--- config.mk ---
export PLATFORM = sky130hd
export DESIGN_NAME = ex_stage
export DESIGN_NICKNAME = d
export VERILOG_FILES = /design/src/rtl/ex_stage.sv
export SDC_FILE = /design/constraint.sdc
export NUM_CORES = 1
export LEC_CHECK = 0
export ABC_CLOCK_PERIOD_IN_PS = 6450
export CAP_MARGIN = 25
export CORE_MARGIN = 3
export CORE_UTILIZATION = 35
export DETAILED_ROUTE_END_ITERATION = 8
export GPL_TIMING_DRIVEN = 0
export PLACE_DENSITY = 0.57
export SLEW_MARGIN = 10
export SYNTH_ARGS = -nofsm -noshare
export SYNTH_HDL_FRONTEND = slang
export SYNTH_SLANG_ARGS = --single-unit
--- constraint.sdc ---
create_clock -name i_clk -period 6.45 [get_ports i_clk]
set_clock_uncertainty 0.05 [all_clocks]
set_input_delay 1.6125 -clock i_clk [delete_from_list [all_inputs] [get_ports i_clk]]
set_output_delay 1.6125 -clock i_clk [all_outputs]
set_load 0.02 [all_outputs]
--- src/rtl/ex_stage.sv ---
// MIPS execute stage: forwarding unit, operand muxes, ALU control and ALU,
// with results captured into the EX/MEM pipeline register.
module ex_stage #(
   parameter int DATA_W = 32,
   parameter int REG_W  = 5
) (
   input  logic              i_clk,
   input  logic              i_reset,
   input  logic [DATA_W-1:0] i_id_ex_data_1,
   input  logic [DATA_W-1:0] i_id_ex_data_2,
   input  logic [REG_W-1:0]  i_id_ex_rs,
   input  logic [REG_W-1:0]  i_id_ex_rt,
   input  logic [REG_W-1:0]  i_id_ex_rd,
   input  logic [4:0]        i_id_ex_shamt,
   input  logic [DATA_W-1:0] i_id_ex_extended_beq_offset,
   input  logic              i_id_ex_alu_src,
   input  logic              i_id_ex_reg_dst,
   input  logic [3:0]        i_id_ex_alu_op,
   input  logic [5:0]        i_id_ex_function_code,
   input  logic              i_id_ex_reg_write,
   input  logic              i_id_ex_mem_read,
   input  logic              i_id_ex_mem_write,
   input  logic              i_id_ex_mem_to_reg,
   input  logic [REG_W-1:0]  i_ex_m_rd,
   input  logic [REG_W-1:0]  i_m_wb_rd,
   input  logic              i_ex_m_reg_write,
   input  logic              i_m_wb_reg_write,
   input  logic [DATA_W-1:0] i_ex_m_alu_result,
   input  logic [DATA_W-1:0] i_m_wb_data_write,
   output logic [1:0]        o_forward_a,
   output logic [1:0]        o_forward_b,
   output logic [DATA_W-1:0] o_ex_m_alu_result,
   output logic [DATA_W-1:0] o_ex_m_data_2,
   output logic [REG_W-1:0]  o_ex_m_rd,
   output logic              o_ex_m_reg_write,
   output logic              o_ex_m_mem_read,
   output logic              o_ex_m_mem_write,
   output logic              o_ex_m_mem_to_reg
);

   typedef enum logic [5:0] {
      ALU_ADD, ALU_SUB, ALU_AND, ALU_OR, ALU_XOR, ALU_NOR,
      ALU_SLT, ALU_SLTU, ALU_SLL, ALU_SRL, ALU_SRA,
      ALU_SLLV, ALU_SRLV, ALU_SRAV, ALU_LUI, ALU_ZERO
   } alu_ctl_e;

   alu_ctl_e          alu_ctl;
   logic [1:0]        forward_a, forward_b;
   logic [DATA_W-1:0] op_a, fwd_rt, op_b, result;
   logic [REG_W-1:0]  dest;

   // EX/MEM match is tested first so it wins over a concurrent MEM/WB match
   always_comb begin
      forward_a = 2'b00;
      forward_b = 2'b00;
      if (i_ex_m_reg_write && i_ex_m_rd != '0 && i_ex_m_rd == i_id_ex_rs)
         forward_a = 2'b01;
      else if (i_m_wb_reg_write && i_m_wb_rd != '0 && i_m_wb_rd == i_id_ex_rs)
         forward_a = 2'b10;
      if (i_ex_m_reg_write && i_ex_m_rd != '0 && i_ex_m_rd == i_id_ex_rt)
         forward_b = 2'b01;
      else if (i_m_wb_reg_write && i_m_wb_rd != '0 && i_m_wb_rd == i_id_ex_rt)
         forward_b = 2'b10;
   end

   assign o_forward_a = forward_a;
   assign o_forward_b = forward_b;

   always_comb begin
      case (forward_a)
         2'b01:   op_a = i_ex_m_alu_result;
         2'b10:   op_a = i_m_wb_data_write;
         default: op_a = i_id_ex_data_1;
      endcase
      case (forward_b)
         2'b01:   fwd_rt = i_ex_m_alu_result;
         2'b10:   fwd_rt = i_m_wb_data_write;
         default: fwd_rt = i_id_ex_data_2;
      endcase
      op_b = i_id_ex_alu_src ? i_id_ex_extended_beq_offset : fwd_rt;
      dest = i_id_ex_reg_dst ? i_id_ex_rd : i_id_ex_rt;
   end

   always_comb begin
      alu_ctl = ALU_ADD;
      case (i_id_ex_alu_op)
         4'b0000: alu_ctl = ALU_ADD;
         4'b0001: alu_ctl = ALU_SUB;
         4'b0010: begin
            case (i_id_ex_function_code)
               6'b100000, 6'b100001: alu_ctl = ALU_ADD;
               6'b100010, 6'b100011: alu_ctl = ALU_SUB;
               6'b100100: alu_ctl = ALU_AND;
               6'b100101: alu_ctl = ALU_OR;
               6'b100110: alu_ctl = ALU_XOR;
               6'b100111: alu_ctl = ALU_NOR;
               6'b101010: alu_ctl = ALU_SLT;
               6'b101011: alu_ctl = ALU_SLTU;
               6'b000000: alu_ctl = ALU_SLL;
               6'b000010: alu_ctl = ALU_SRL;
               6'b000011: alu_ctl = ALU_SRA;
               6'b000100: alu_ctl = ALU_SLLV;
               6'b000110: alu_ctl = ALU_SRLV;
               6'b000111: alu_ctl = ALU_SRAV;
               default:   alu_ctl = ALU_ZERO;
            endcase
         end
         4'b0011: alu_ctl = ALU_AND;
         4'b0100: alu_ctl = ALU_OR;
         4'b0101: alu_ctl = ALU_XOR;
         4'b0110: alu_ctl = ALU_LUI;
         4'b0111: alu_ctl = ALU_SLT;
         4'b1000: alu_ctl = ALU_SLTU;
         default: alu_ctl = ALU_ADD;
      endcase
   end

   always_comb begin
      result = '0;
      case (alu_ctl)
         ALU_ADD:  result = op_a + op_b;
         ALU_SUB:  result = op_a - op_b;
         ALU_AND:  result = op_a & op_b;
         ALU_OR:   result = op_a | op_b;
         ALU_XOR:  result = op_a ^ op_b;
         ALU_NOR:  result = ~(op_a | op_b);
         ALU_SLT:  result = {{(DATA_W-1){1'b0}}, ($signed(op_a) < $signed(op_b))};
         ALU_SLTU: result = {{(DATA_W-1){1'b0}}, (op_a < op_b)};
         ALU_SLL:  result = op_b << i_id_ex_shamt;
         ALU_SRL:  result = op_b >> i_id_ex_shamt;
         ALU_SRA:  result = $signed(op_b) >>> i_id_ex_shamt;
         ALU_SLLV: result = op_b << op_a[4:0];
         ALU_SRLV: result = op_b >> op_a[4:0];
         ALU_SRAV: result = $signed(op_b) >>> op_a[4:0];
         ALU_LUI:  result = op_b << 16;
         default:  result = '0;
      endcase
   end

   always_ff @(posedge i_clk) begin
      if (i_reset) begin
         o_ex_m_alu_result <= '0;
         o_ex_m_data_2     <= '0;
         o_ex_m_rd         <= '0;
         o_ex_m_reg_write  <= 1'b0;
         o_ex_m_mem_read   <= 1'b0;
         o_ex_m_mem_write  <= 1'b0;
         o_ex_m_mem_to_reg <= 1'b0;
      end else begin
         o_ex_m_alu_result <= result;
         o_ex_m_data_2     <= fwd_rt;
         o_ex_m_rd         <= dest;
         o_ex_m_reg_write  <= i_id_ex_reg_write;
         o_ex_m_mem_read   <= i_id_ex_mem_read;
         o_ex_m_mem_write  <= i_id_ex_mem_write;
         o_ex_m_mem_to_reg <= i_id_ex_mem_to_reg;
      end
   end

endmodule

==> impl_metrics.json <==
{
  "status": "complete, but fails checks",
  "violations": "setup timing",
  "critPathLaunchType": "input pin",
  "grt_pass1_vias": 19870,
  "worst_slack_ps": -158.2,
  "die_x_um": 219.1,
  "clockRootBuffer": "clkbuf_16",
  "hold_buffers": 0,
  "pre_cts_slack_ps": -2348,
  "finalPower_mw": 3.579,
  "synth_most_common_cell": "mux2i_1",
  "clk_pin_slew_ps": 70,
  "hold_ws_ps": 1511,
  "cts_buffers": 9,
  "fin_area_um2": 21290,
  "via_per_inst": 6.656,
  "critical_path_class": "input pin to flip-flop",
  "hpwl_um": 86740,
  "die_y_um": 219.1,
  "post-route-period-util_pct": 102.5,
  "areaGrowthSynthToFinish_pct": 33.97,
  "yosysSeqAreaShare_pct": 9.195,
  "yosys-top-cells-area": "mux2i_1 (18%), dfxtp_1 (9.2%), ha_1 (7.8%)",
  "start_util_pct": 35.71,
  "antenna_found_initial": 7,
  "detail_route.iter0.violations": 3253,
  "synth_top_area_cell": "mux2i_1",
  "io_buffers": 281,
  "relSlewSlack_pct": 21.75,
  "synthArstFlopShare_pct": 0,
  "cp_cell_sequence": "clkdlybuf4s50_1 -> or3b_1 -> a21oi_1 -> a21o_1 -> clkbuf_1 -> a31oi_1 -> nor2_1 -> nand2_1 -> nor3_1 -> a2111oi_1 -> o21ai_0 -> nor3_1 -> a21oi_1",
  "hold_depth": 3,
  "h-tree-depth": 3,
  "syn_nets": 2542,
  "final.setup.tns_ps": -297.0,
  "grt_max_degree": 14,
  "reg_top3": "o_ex_m_alu_result x32, o_ex_m_data_2 x32, o_ex_m_rd x5",
  "routedWlPerCell_um": 33.93,
  "crit_family": "simple AND/OR/NAND/NOR gates",
  "final.min_clock_period_ps": 6608,
  "cap_violations": 0,
  "grt_pass1_wl_um": 148700,
  "nNetsFinal": 2896,
  "synth_common_cells": "mux2i_1 (280), nand2_1 (253), nor2_1 (190)",
  "required_ps": 6650,
  "end_kind": "flip-flop",
  "worstPathMaxFanout": 11,
  "hold_viol": 0,
  "place_congestion": 1.107,
  "clock_sinks": 73,
  "hp-class": "input pin to flip-flop",
  "powerDensity_nw_per_um2": 168.1,
  "slowest_stage": "nor2_1",
  "totalWireLength_um": 108100,
  "ys_warn_count": 0,
  "dr.pass1.iters": 6,
  "finalSetupViolations": 4,
  "netlist_area_um2": 15890,
  "drc": 0,
  "grt-ovfl-total": 0,
  "crit_arrival_ps": 6810,
  "track_usage_pct": 43.38,
  "place_area_um2": 19530,
  "via_count": 21210,
  "synth_ff_type": "dfxtp_1",
  "coreArea_um2": 44510,
  "design.die.area_um2": 48000,
  "crit_path_max_incr_delay_ps": 800,
  "cts_tree": "built",
  "ios": 287,
  "tightest_slew_ps": 1167,
  "rows": 77,
  "fmax_mhz": 151.3,
  "synthCells": 2231,
  "crit_cells": 13,
  "synth_edf_count": 0,
  "drv_slew": 0,
  "leakagePower_nw": 8.656,
  "vdd_drop_max_mv": 0.09250,
  "ys_ff_latch": 73,
  "synth_top_area_share_pct": 17.64,
  "drive_gt1_share_pct": 15.91,
  "synth_cell_type_count": 101,
  "rsz0062_at_grt": "true",
  "syn_avg_cell_area_um2": 7.124,
  "path_buf_inv": 2,
  "clock_tree.buffer_depth": 2,
  "drtAntennaViolNets": 0
}
-- cell type report --
cell class                      count  area (um2)
Fill cell                        4593       23220
Multi-Input combinational cell   1863       13940
Timing Repair Buffer              352        3328
Sequential cell                    73        1461
Buffer                            179        1099
Tap cell                          592       740.7
Inverter                          107       410.4
Clock buffer                       10       229.0
Clock inverter                      6       67.56
Antenna cell                        5       12.51
-- tightest hold or removal path, delay by kind of cell --
kind          cells  cell delay (ps)
buf+inv           1              160
mux               1               90
simple gates      1               70
-- logic make-up after synthesis --
family / Yosys count / synth area share [%]
multiplexers: 318 / 20.74
buffers and inverters: 295 / 8.345
XOR/XNOR: 53 / 2.921
AO/OA/AOI/OAI: 694 / 30.50
adder cells (fa/ha/maj): 101 / 8.046
flip-flops: 73 / 9.195
AND/OR/NAND/NOR: 697 / 20.26
-- stage by stage --
step	std cells	util, %
after floorplan	2231	-
after global placement	3104	43.70
after detailed placement	3113	43.87
after CTS	3161	46.29
after global routing	3183	47.81
final	3187	47.84
-- cells in the final DEF, fill, tap and decap left out, types with 13 or more instances in the layout --
master           count
o21ai_0             98
nand2b_1            16
xnor2_1             34
clkbuf_1            60
a31oi_1             25
inv_1              100
a211oi_2            14
buf_6               20
mux2_2              30
mux2i_1            272
xor2_1              14
nor2b_1             17
o221ai_1            20
buf_2               42
a21boi_0            25
buf_4               93
nor4_1              17
o211ai_1            28
nand3_1             33
and3_1              13
a21o_1              21
clkdlybuf4s50_1    263
nor3_1              81
nor2_1             185
dfxtp_1             73
o21ai_1             30
o31a_1              29
clkbuf_4            13
a211oi_1            50
o22ai_1             29
nand2_1            251
ha_1                90
a21oi_1            133
clkbuf_2            16
-- repair_timing --
action	4_1_cts	5_1_grt
endpoints found under the setup margin	31	27
resized for setup	178	150
hold endpoints to repair	0	0
pin swaps	31	28
buffers inserted	33	24
gates cloned	2	0
-- report_power, final --
part	internal (mW)	total [mW]	switching, mW
clock	0.301	0.577	0.276
combinational	0.882	2.49	1.60
sequential	0.501	0.516	0.0151
total	1.68	3.58	1.89
-- per-layer routing --
metal	track usage, %	part of all wire, %
met1	56.35	39
met2	63.66	41
met3	15.45	13
met4	20.67	6.0
met5	0	0.055
-- final timing paths --
kind | from | to
max | i_id_ex_alu_op[3] | o_ex_m_alu_result[8]
min | i_id_ex_rt[0] | o_ex_m_rd[0]
Power figures use the tool's default switching activity.
